--- src/rtl/fifo_pkg.sv ---
// Shared helpers for the parametrised sync FIFO: width calculations and read-mode encoding.
package fifo_pkg;

  typedef enum logic {
    REG_READ  = 1'b0,
    FWFT_READ = 1'b1
  } read_mode_e;

  function automatic int ptr_width(input int depth);
    return $clog2(depth);
  endfunction

  // Count needs one extra bit so that "completely full" (== depth) is representable.
  function automatic int cnt_width(input int depth);
    return $clog2(depth) + 1;
  endfunction

endpackage

--- src/rtl/param_sync_fifo_if.sv ---
// Producer/consumer bundle for param_sync_fifo; max_count exists only with FIFO_WATERMARK_EN.
interface param_sync_fifo_if
  import fifo_pkg::*;
#(
  parameter int DATA_WIDTH = 8,
  parameter int DEPTH      = 16,
  parameter int CNT_W      = cnt_width(DEPTH)
);
  logic [DATA_WIDTH-1:0] wr_data;
  logic                  wr_en;
  logic                  rd_en;
  logic [CNT_W-1:0]      af_thresh;
  logic [CNT_W-1:0]      ae_thresh;
  logic                  err_clr;
  logic [DATA_WIDTH-1:0] rd_data;
  logic                  full;
  logic                  empty;
  logic                  almost_full;
  logic                  almost_empty;
  logic [CNT_W-1:0]      count;
  logic                  overflow;
  logic                  underflow;
`ifdef FIFO_WATERMARK_EN
  logic [CNT_W-1:0]      max_count;

  modport master (
    output wr_data, wr_en, rd_en, af_thresh, ae_thresh, err_clr,
    input  rd_data, full, empty, almost_full, almost_empty, count,
           overflow, underflow, max_count
  );
  modport slave (
    input  wr_data, wr_en, rd_en, af_thresh, ae_thresh, err_clr,
    output rd_data, full, empty, almost_full, almost_empty, count,
           overflow, underflow, max_count
  );
`else
  modport master (
    output wr_data, wr_en, rd_en, af_thresh, ae_thresh, err_clr,
    input  rd_data, full, empty, almost_full, almost_empty, count,
           overflow, underflow
  );
  modport slave (
    input  wr_data, wr_en, rd_en, af_thresh, ae_thresh, err_clr,
    output rd_data, full, empty, almost_full, almost_empty, count,
           overflow, underflow
  );
`endif
endinterface

--- src/rtl/fifo_mem.sv ---
// Storage array for param_sync_fifo: one synchronous write port, one asynchronous read port.
module fifo_mem
  import fifo_pkg::*;
#(
  parameter int DATA_WIDTH = 8,
  parameter int DEPTH      = 16,
  localparam int ADDR_W    = ptr_width(DEPTH)
) (
  input  logic                  clk,
  input  logic                  we,
  input  logic [ADDR_W-1:0]     waddr,
  input  logic [DATA_WIDTH-1:0] wdata,
  input  logic [ADDR_W-1:0]     raddr,
  output logic [DATA_WIDTH-1:0] rdata
);

  logic [DATA_WIDTH-1:0] mem [DEPTH];

  always_ff @(posedge clk) begin
    if (we) mem[waddr] <= wdata;
  end

  assign rdata = mem[raddr];

endmodule

--- src/rtl/param_sync_fifo.sv ---
// Single-clock FIFO with registered or fall-through read, programmable almost flags and sticky errors.
// Optional FIFO_WATERMARK_EN adds a peak-occupancy register (max_count).
module param_sync_fifo
  import fifo_pkg::*;
#(
  parameter int DATA_WIDTH = 8,
  parameter int DEPTH      = 16,
  parameter int FWFT       = 0,
  parameter int CNT_W      = cnt_width(DEPTH)
) (
  input  logic                 clk,
  input  logic                 rst_n,
  param_sync_fifo_if.slave     bus
);

  localparam int PTR_W = ptr_width(DEPTH);

  logic [PTR_W-1:0]      wr_ptr, rd_ptr;
  logic [CNT_W-1:0]      count, count_nxt;
  logic [DATA_WIDTH-1:0] head;
  logic [DATA_WIDTH-1:0] rd_q;
  logic                  full, empty;
  logic                  wr_acc, rd_acc;
  logic                  ovf_evt, unf_evt;
  logic                  overflow, underflow;

  assign full    = (count == CNT_W'(DEPTH));
  assign empty   = (count == '0);
  assign rd_acc  = bus.rd_en && !empty;
  // A full FIFO still accepts a write when the same cycle frees a slot.
  assign wr_acc  = bus.wr_en && (!full || rd_acc);
  assign ovf_evt = bus.wr_en && full && !rd_acc;
  assign unf_evt = bus.rd_en && empty;

  always_comb begin
    count_nxt = count;
    if (wr_acc && !rd_acc)      count_nxt = count + CNT_W'(1);
    else if (!wr_acc && rd_acc) count_nxt = count - CNT_W'(1);
  end

  fifo_mem #(
    .DATA_WIDTH (DATA_WIDTH),
    .DEPTH      (DEPTH)
  ) u_mem (
    .clk   (clk),
    .we    (wr_acc && rst_n),
    .waddr (wr_ptr),
    .wdata (bus.wr_data),
    .raddr (rd_ptr),
    .rdata (head)
  );

  always_ff @(posedge clk) begin
    if (!rst_n) begin
      wr_ptr    <= '0;
      rd_ptr    <= '0;
      count     <= '0;
      overflow  <= 1'b0;
      underflow <= 1'b0;
    end else begin
      if (wr_acc) wr_ptr <= wr_ptr + PTR_W'(1);
      if (rd_acc) rd_ptr <= rd_ptr + PTR_W'(1);
      count <= count_nxt;
      // A new error in the clearing cycle must not be lost, so set beats clear.
      if (ovf_evt)          overflow <= 1'b1;
      else if (bus.err_clr) overflow <= 1'b0;
      if (unf_evt)          underflow <= 1'b1;
      else if (bus.err_clr) underflow <= 1'b0;
    end
  end

  generate
    if (FWFT == int'(FWFT_READ)) begin : g_fwft
      // Head is shown directly; zero while empty keeps the idle bus quiet.
      assign rd_q = empty ? '0 : head;
    end else begin : g_reg
      always_ff @(posedge clk) begin
        if (!rst_n)      rd_q <= '0;
        else if (rd_acc) rd_q <= head;
      end
    end
  endgenerate

`ifdef FIFO_WATERMARK_EN
  logic [CNT_W-1:0] max_count;

  always_ff @(posedge clk) begin
    if (!rst_n)                   max_count <= '0;
    else if (bus.err_clr)         max_count <= count_nxt;
    else if (count_nxt > max_count) max_count <= count_nxt;
  end

  assign bus.max_count = max_count;
`endif

  assign bus.rd_data      = rd_q;
  assign bus.full         = full;
  assign bus.empty        = empty;
  assign bus.almost_full  = (bus.af_thresh != '0) && (count >= bus.af_thresh);
  assign bus.almost_empty = (count <= bus.ae_thresh);
  assign bus.count        = count;
  assign bus.overflow     = overflow;
  assign bus.underflow    = underflow;

endmodule

--- src/flat_wrapper.sv ---
// flat-port wrapper written by rule: the top's interface ports become plain ports
module param_sync_fifo_flat import fifo_pkg::*;
#(
  parameter int DATA_WIDTH = 8,
  parameter int DEPTH      = 16,
  parameter int FWFT       = 0,
  parameter int CNT_W      = cnt_width(DEPTH)
)
  (clk, rst_n, bus_wr_data, bus_wr_en, bus_rd_en, bus_af_thresh, bus_ae_thresh, bus_err_clr, bus_rd_data, bus_full, bus_empty, bus_almost_full, bus_almost_empty, bus_count, bus_overflow, bus_underflow);
  param_sync_fifo_if #(.DATA_WIDTH(DATA_WIDTH), .DEPTH(DEPTH), .CNT_W(CNT_W)) bus_i ();
  input  logic clk;
  input  logic rst_n;
  input wire logic [$bits(bus_i.wr_data)-1:0] bus_wr_data;
  input wire logic [$bits(bus_i.wr_en)-1:0] bus_wr_en;
  input wire logic [$bits(bus_i.rd_en)-1:0] bus_rd_en;
  input wire logic [$bits(bus_i.af_thresh)-1:0] bus_af_thresh;
  input wire logic [$bits(bus_i.ae_thresh)-1:0] bus_ae_thresh;
  input wire logic [$bits(bus_i.err_clr)-1:0] bus_err_clr;
  output wire logic [$bits(bus_i.rd_data)-1:0] bus_rd_data;
  output wire logic [$bits(bus_i.full)-1:0] bus_full;
  output wire logic [$bits(bus_i.empty)-1:0] bus_empty;
  output wire logic [$bits(bus_i.almost_full)-1:0] bus_almost_full;
  output wire logic [$bits(bus_i.almost_empty)-1:0] bus_almost_empty;
  output wire logic [$bits(bus_i.count)-1:0] bus_count;
  output wire logic [$bits(bus_i.overflow)-1:0] bus_overflow;
  output wire logic [$bits(bus_i.underflow)-1:0] bus_underflow;
  assign bus_i.wr_data = bus_wr_data;
  assign bus_i.wr_en = bus_wr_en;
  assign bus_i.rd_en = bus_rd_en;
  assign bus_i.af_thresh = bus_af_thresh;
  assign bus_i.ae_thresh = bus_ae_thresh;
  assign bus_i.err_clr = bus_err_clr;
  assign bus_rd_data = bus_i.rd_data;
  assign bus_full = bus_i.full;
  assign bus_empty = bus_i.empty;
  assign bus_almost_full = bus_i.almost_full;
  assign bus_almost_empty = bus_i.almost_empty;
  assign bus_count = bus_i.count;
  assign bus_overflow = bus_i.overflow;
  assign bus_underflow = bus_i.underflow;
  param_sync_fifo #(.DATA_WIDTH(DATA_WIDTH), .DEPTH(DEPTH), .FWFT(FWFT), .CNT_W(CNT_W)) u_core (.clk(clk), .rst_n(rst_n), .bus(bus_i));
endmodule
--- config.mk ---
export PLATFORM = sky130hd
export DESIGN_NAME = param_sync_fifo_flat
export DESIGN_NICKNAME = d
export VERILOG_FILES = /design/src/rtl/fifo_pkg.sv /design/src/rtl/param_sync_fifo_if.sv /design/src/rtl/fifo_mem.sv /design/src/rtl/param_sync_fifo.sv /design/src/flat_wrapper.sv
export SDC_FILE = /design/constraint.sdc
export NUM_CORES = 1
export LEC_CHECK = 0
export ABC_AREA = 0
export BUFFER_PORTS_ARGS = -buffer_cell sky130_fd_sc_hd__buf_2
export CAP_MARGIN = 10
export CORE_MARGIN = 8
export CORE_UTILIZATION = 56
export CTS_BUF_LIST = sky130_fd_sc_hd__clkbuf_4
export DETAILED_ROUTE_END_ITERATION = 10
export HOLD_SLACK_MARGIN = 0.08
export PLACE_DENSITY = 0.75
export SYNTH_ARGS = -nofsm -noshare
export SYNTH_HDL_FRONTEND = slang
export SYNTH_HIERARCHICAL = 1
export SYNTH_SLANG_ARGS = --single-unit
--- constraint.sdc ---
create_clock -name clk -period 2.9 [get_ports clk]
set_clock_uncertainty 0.15 [all_clocks]
set_input_delay 0.29 -clock clk [delete_from_list [all_inputs] [get_ports clk]]
set_output_delay 0.29 -clock clk [all_outputs]
set_load 0.01 [all_outputs]
==> results of run 1 <==
-- power breakdown --
group          switching (uW)  total (uW)  internal, uW
combinational             775        1560           785
sequential               68.8        2530          2460
clock                     700        1390           686
-- routing by layer --
metal,routed length (um),share of wire,global-route usage,vias to the layer above
li1,-,-,-,1606
met4,285,0.023,0.0670,0
met1,4990,0.41,0.211,1728
met2,5960,0.49,0.280,137
met3,1010,0.082,0.0478,27
met5,0,0,0,-
-- metrics by stage --
step           setup slack, ps  std cells   util  total power (uW)  hold slack [ps]
2_1_floorplan             10.2        366      -              3690              239
3_3_place_gp               135        549  0.599              4050              315
3_5_place_dp              37.9        549  0.599              4100              330
4_1_cts                   8.78        592  0.639              5480              390
5_1_grt                  0.614        596  0.642              5750              409
6_report                  98.2        596  0.642              5470              383
-- worst max path at each step --
stage / cells past startpoint / slack (ps) / to / from
2_1_floorplan: 10 / 10 / u_core/bus.count[3] / u_core/bus.count[3]
3_3_place_gp: 10 / 140 / u_core/bus.count[3] / u_core/bus.count[3]
3_5_place_dp: 10 / 40 / u_core/bus.count[3] / u_core/bus.count[3]
4_1_cts: 10 / 9 / u_core/bus.count[3] / u_core/bus.count[3]
5_1_grt: 10 / 0.6 / u_core/bus.count[3] / u_core/bus.count[1]
6_report: 10 / 100 / u_core/bus.count[3] / u_core/bus.count[1]
-- registers in the layout (all words and copies together) (netlist names) --
register	cells
u_core/bus.count	5
u_core/bus.overflow	1
u_core/bus.rd_data	8
u_core/bus.underflow	1
u_core/rd_ptr	4
u_core/u_mem/mem	128
u_core/wr_ptr	4
-- worst reg2reg max path, stage by stage, from the launching register on --
cell,delay (ps)
dfxtp_4,380
or4_4,570
o31ai_4,270
inv_2,70
ha_2,200
inv_2,90
ha_1,150
a21o_2,90
a21oi_1,80
or4b_2,620
nand3_1,90
-- cells by family (layout without fill, tap and decap cells) --
logic type / Yosys count / after routing / share of synthesized area
adders and majority gates: 17 / 17 / 0.0346
and+or+nand+nor: 82 / 82 / 0.0690
muxes: 43 / 43 / 0.139
buffers and inverters: 27 / 114 / 0.0254
DFF: 151 / 151 / 0.676
xor gates and xnor gates: 5 / 5 / 0.00688
AOI/OAI and AO/OA: 41 / 41 / 0.0491
-- timing repair --
action | 4_1_cts | 5_1_grt
hold endpoints to repair | 133 | 0
hold buffers | 13 | 0
endpoints found under the setup margin | 0 | 2
gates resized for setup | 0 | 4
setup buffers | 0 | 4
-- Yosys cell counts (2+ instances only) --
cell type,n,area (sq um)
nand3b_1,3,22.5
nor3_1,4,20.0
nand3_1,9,45.0
buf_6,3,33.8
o21a_1,2,15.0
nor2b_1,14,87.6
mux2i_1,11,110
o21ai_0,4,20.0
nand2b_1,4,25.0
mux4_2,18,405
o22ai_1,2,12.5
inv_1,11,41.3
a22oi_1,16,120
a21boi_0,3,22.5
nand2_1,14,52.6
dfxtp_1,23,460
o211ai_1,2,15.0
nor2_1,18,67.6
xnor2_1,5,43.8
a21oi_1,4,20.0
ha_1,16,200
clkbuf_1,4,15.0
mux4_1,14,368
buf_2,3,15.0
and2_1,6,37.5
clkdlybuf4s25_2,3,30.0
edfxtp_1,128,3840
-- area by class of cell --
type | count | area (sq um)
clock buffers | 18 | 135
fillers | 789 | 4040
flip-flops and latches | 151 | 4310
repair buffers | 72 | 483
inverters | 12 | 45.0
clock inverters | 12 | 179
multi-input cells | 188 | 1910
well taps | 143 | 179
==> reports/results.tsv, run 1 <==
stage	metric	value	unit
placed_design	portBuffers	41	
cells_and_area	nets	482	
clock_network	cts_tree	yes	
sta	rsz0062_at_grt	false	
route	ant_nets	0	
yosys	ys_warn_count	6	
sta	max_freq	0.357	GHz
cells_and_area	final_common_cell	edfxtp_1	
cells_and_area	post-route-cell-area	0.00724	sq mm
global_routing	grt_max_degree	36	
floorplan	fp.dieW	123	um
sta	setup_viol	0	
global_routing	grt_first_pass_wirelength	18700	um
setup_path	crit_buf_inv	2	
setup_path	reg2reg_from	u_core/bus.count[1]	
setup_path	slowest_delay	620	ps
sta	fin_crit	2800	ps
setup_path	cp.arrival	3130	ps
floorplan	die_area	0.0150	sq mm
setup_path	r2r_slack	100	ps
global_routing	antenna_found_initial	0	
yosys	async_flop_share	0	
placed_design	dp_hpwl	8080	um
floorplan	io-pin-count	42	
placed_design	dpl-instance-area	0.00675	sq mm
global_routing	grt_use_total	0.171	
cells_and_area	final_cell_mix	edfxtp_1, buf_2, dfxtp_1	
clock_network	cts.sink_count	151	
worst_hold_path	hold_path_end	u_core/bus.rd_data[4]	
setup_path	cp_common_cell	inv_2	
yosys	ys_ff_latch	151	
route	wl	12200	um
route	drt_first_pass_iters	5	
floorplan	start_util	0.565	
yosys	ys.flop_type	edfxtp_1	
clock_network	clkTransAtPathRegs	120	ps
sta	timing.final.crit_share	0.966	
setup_path	crit_required	3230	ps
flow_run	cap_violations	0	
setup_path	cp_slowest_cell	or4b_2	
clock_network	htree_levels	4	
sta	slew_headroom	0.356	
setup_path	critPathKind	flip-flop to flip-flop	
setup_path	endpoint_kind	flip-flop	
yosys	yosysSeqAreaShare	0.676	
power	powerDensity	756	mW/mm^2
floorplan	core	0.0113	sq mm
placed_design	gp_congestion	0.785	
route	routedWlPerCell	20.6	um
floorplan	placementRows	39	
outcome	outcome	finished clean	
sta	tns	0	ps
global_routing	grt_overflow_total	0	
power	vdd_drop_max	0.000806	V
worst_hold_path	min_path_cells	2	
route	viasPerCell	5.87	
yosys	netlist_area	0.00636	sq mm
clock_network	clkLatencyLatePin	540	ps
sta	drv_slew	0	
setup_path	r2r-end	u_core/bus.count[3]	
worst_hold_path	hold_start	u_core/bus.rd_data[4]	
route	via_count	3498	
yosys	ys_types	49	
clock_network	root_buffer	clkbuf_4	
setup_path	critPathTopFamily	simple AND/OR/NAND/NOR gates	
setup_path	path_cells	or4_4, o31ai_4, inv_2, ha_2, inv_2, ha_1, a21o_2, a21oi_1, or4b_2, nand3_1	
sta	tightest_slew	962	ps
setup_path	start_kind	flip-flop	
yosys	synth_edf_count	128	
power	leakage	0.00257	uW
route	drt_iter0_drc	297	
global_routing	grt_pass1_vias	3601	
yosys	netlist_instances	366	
clock_network	clock_path_buffers	2	
sta	hold_viol	0	
clock_network	cts_buffers	17	
setup_path	cp_max_fo	6	
cells_and_area	area_growth	13.7	%
floorplan	die_h	123	um
route	drt_drc_violations_left	0	
yosys	synth_area_per_cell	17.4	sq um
yosys	synthesis.nets	406	
worst_hold_path	hold_class	flip-flop to flip-flop	
setup_path	r2r_cells	10	
cells_and_area	antenna_cells	0	
cells_and_area	layout-drive-gt1-share	0.269	
(Power assumes the default switching activity.)
==> inputs of run 2 (changes only) <==
--- a/config.mk
+++ b/config.mk
@@ -6,12 +6,12 @@
 export NUM_CORES = 1
 export LEC_CHECK = 0
 export ABC_AREA = 0
-export BUFFER_PORTS_ARGS = -buffer_cell sky130_fd_sc_hd__buf_2
 export CAP_MARGIN = 10
 export CORE_MARGIN = 8
-export CORE_UTILIZATION = 56
+export CORE_UTILIZATION = 59
 export CTS_BUF_LIST = sky130_fd_sc_hd__clkbuf_4
 export DETAILED_ROUTE_END_ITERATION = 10
+export DONT_BUFFER_PORTS = 1
 export HOLD_SLACK_MARGIN = 0.08
 export PLACE_DENSITY = 0.75
 export SYNTH_ARGS = -nofsm -noshare
==> run 2 against run 1 <==
  * Die area fell by 4.4%
  * Final cell count shrank 7.6%
  * Hold slack worse by 150 ps
  * Utilization is 0.97 points higher
  * Critical path depth unchanged
  * Maximum frequency about the same
  * Setup slack hardly changed
  * Non-clock buffer count fell by 44
  * Critical endpoint unchanged
==> reports/results.tsv, run 2 (synthesized netlist as in run 1, its figures left out) <==
stage	metric	value	unit	change
outcome	outcome	finished clean		unchanged
global_routing	grt_max_degree	36		unchanged
setup_path	cp_max_fo	5		was 6
global_routing	antenna_found_initial	0		unchanged
power	leakage	0.00236	uW	was 0.00257 uW
sta	tns	0	ps	unchanged
sta	tightest_slew	983	ps	was 962 ps
floorplan	fp.dieW	120	um	was 123 um
placed_design	dp_slack	86.1	ps	was 37.9 ps
placed_design	portBuffers	0		was 41
route	viasPerCell	6.15		was 5.87
route	wl	12400	um	was 12200 um
setup_path	cp.arrival	3140	ps	was 3130 ps
sta	rsz0062_at_grt	false		unchanged
placed_design	gp_congestion	0.754		was 0.785
route	drt_drc_violations_left	0		unchanged
clock_network	clkTransAtPathRegs	140	ps	was 120 ps
sta	slew_headroom	0.342		was 0.356
cells_and_area	area_growth	9.53	%	was 13.7%
power	vdd_drop_max	0.000737	V	was 0.000806 V
sta	worst_slack	98.4	ps	was 98.2 ps
clock_network	cts_buffers	17		unchanged
setup_path	start_kind	flip-flop		unchanged
global_routing	met1_usage	0.234		was 0.211
floorplan	placementRows	38		was 39
global_routing	use_met3	0.0601		was 0.0478
cells_and_area	layout-drive-gt1-share	0.195		was 0.269
cells_and_area	antenna_cells	0		unchanged
sta	fin_crit	2800	ps	about the same
cells_and_area	final_common_cell	edfxtp_1		unchanged
global_routing	busiest_layer	met2		unchanged
sta	hold_viol	0		unchanged
floorplan	die_h	120	um	was 123 um
cells_and_area	post-route-cell-area	0.00697	sq mm	was 0.00724 sq mm
global_routing	grt_use_total	0.180		was 0.171
setup_path	critPathKind	flip-flop to flip-flop		unchanged
clock_network	cts_tree	yes		unchanged
clock_network	root_buffer	clkbuf_4		unchanged
global_routing	grt_pass1_vias	3405		was 3601
floorplan	start_util	0.595		was 0.565
floorplan	io-pin-count	42		unchanged
sta	max_freq	0.357	GHz	about the same
floorplan	core	0.0107	sq mm	was 0.0113 sq mm
route	ant_nets	0		unchanged
global_routing	globalRouteMet2Util	0.286		was 0.280
clock_network	cts_setup_buffers	0		unchanged
clock_network	clkLatencyLatePin	560	ps	was 540 ps
placed_design	dp_hpwl	7960	um	was 8080 um
route	drt_iter0_drc	428		was 297
setup_path	crit_required	3230	ps	about the same
flow_run	cap_violations	0		unchanged
global_routing	grt_first_pass_wirelength	19400	um	was 18700 um
cells_and_area	regMostFlops	u_core/u_mem/mem		unchanged
placed_design	dpl-instance-area	0.00655	sq mm	was 0.00675 sq mm
cells_and_area	nets	438		was 482
sta	timing.final.crit_share	0.966		about the same
power	powerDensity	754	mW/mm^2	was 756 mW/mm^2
sta	setup_viol	0		unchanged
route	routedWlPerCell	22.6	um	was 20.6 um
cells_and_area	final_util	0.652		was 0.642
floorplan	die_area	0.0144	sq mm	was 0.0150 sq mm
route	drt_first_pass_iters	5		unchanged
clock_network	cts.sink_count	151		unchanged
worst_hold_path	hold_class	primary input to flip-flop		was flip-flop to flip-flop
route	via_count	3387		was 3498
cells_and_area	final_cell_mix	edfxtp_1, dfxtp_1, nor2_1, mux4_2, clkbuf_4		was edfxtp_1, buf_2, dfxtp_1
global_routing	grt_overflow_total	0		unchanged
setup_path	endpoint_kind	flip-flop		unchanged
clock_network	htree_levels	4		unchanged
sta	drv_slew	0		unchanged
clock_network	clock_path_buffers	2		unchanged
cells_and_area	largest_reg_flops	128		unchanged
## run 2: cell count changes in the layout (fill, tap and decap cells not counted), moves of 2 or more
cell,before,now
buf_2,41,0
buf_4,17,14
bufinv_16,4,1
clkinv_4,3,0
clkinvlp_4,2,4
inv_6,1,8
## run 2: final timing paths
path,startpoint,end,slack [ps],cells past startpoint
setup / recovery,u_core/bus.count[3],u_core/bus.count[3],100,10
hold / removal,rst_n,u_core/u_mem/mem[4][4],230,3
setup reg to reg,u_core/bus.count[3],u_core/bus.count[3],100,10
hold reg to reg,u_core/bus.overflow,u_core/bus.overflow,400,2
## run 2: per-layer routing
layer / wire length (um) / share of wire
met4: 99 / 0.0080
met3: 916 / 0.074
met1: 5270 / 0.42
met2: 6140 / 0.49
met5: 0 / 0
## run 2: report_power, final
part / total, uW / switching (uW) / internal [uW] / leakage (uW)
Combinational: 1440 / 734 / 702 / 0.000874
Clock: 1280 / 820 / 458 / 0.000142
Sequential: 2540 / 84.9 / 2460 / 0.00134
## run 2: metrics by stage
step	power [uW]	cells	hold slack (ps)
floorplan	3690	366	239
global placement	3940	506	240
detailed placement	3990	506	240
CTS	5290	551	194
global route	5500	551	205
finish	5260	551	234
## run 2: what timing repair did
action | CTS | global route
endpoints found under the hold margin | 151 | 0
endpoints found under the setup margin | 0 | 2
hold buffers | 13 | 0
gates resized for setup | 0 | 2
## run 2: final cells by class
class / instances / area (sq um)
Clock buffer: 17 / 128
Clock inverter: 15 / 158
Fill cell: 714 / 3730
Inverter: 12 / 45.0
Multi-Input combinational cell: 188 / 1900
Sequential cell: 151 / 4310
Tap cell: 140 / 175
Timing Repair Buffer: 28 / 255
## run 2: worst max-delay path, cell delays in order, from the launching register on
cell and delay [ps]:
dfxtp_2 340, or4_4 590, o31ai_4 230, inv_2 60, ha_1 230, inv_2 110
ha_1 140, a21o_2 120, a21oi_1 70, or4b_2 620, nand3_1 90
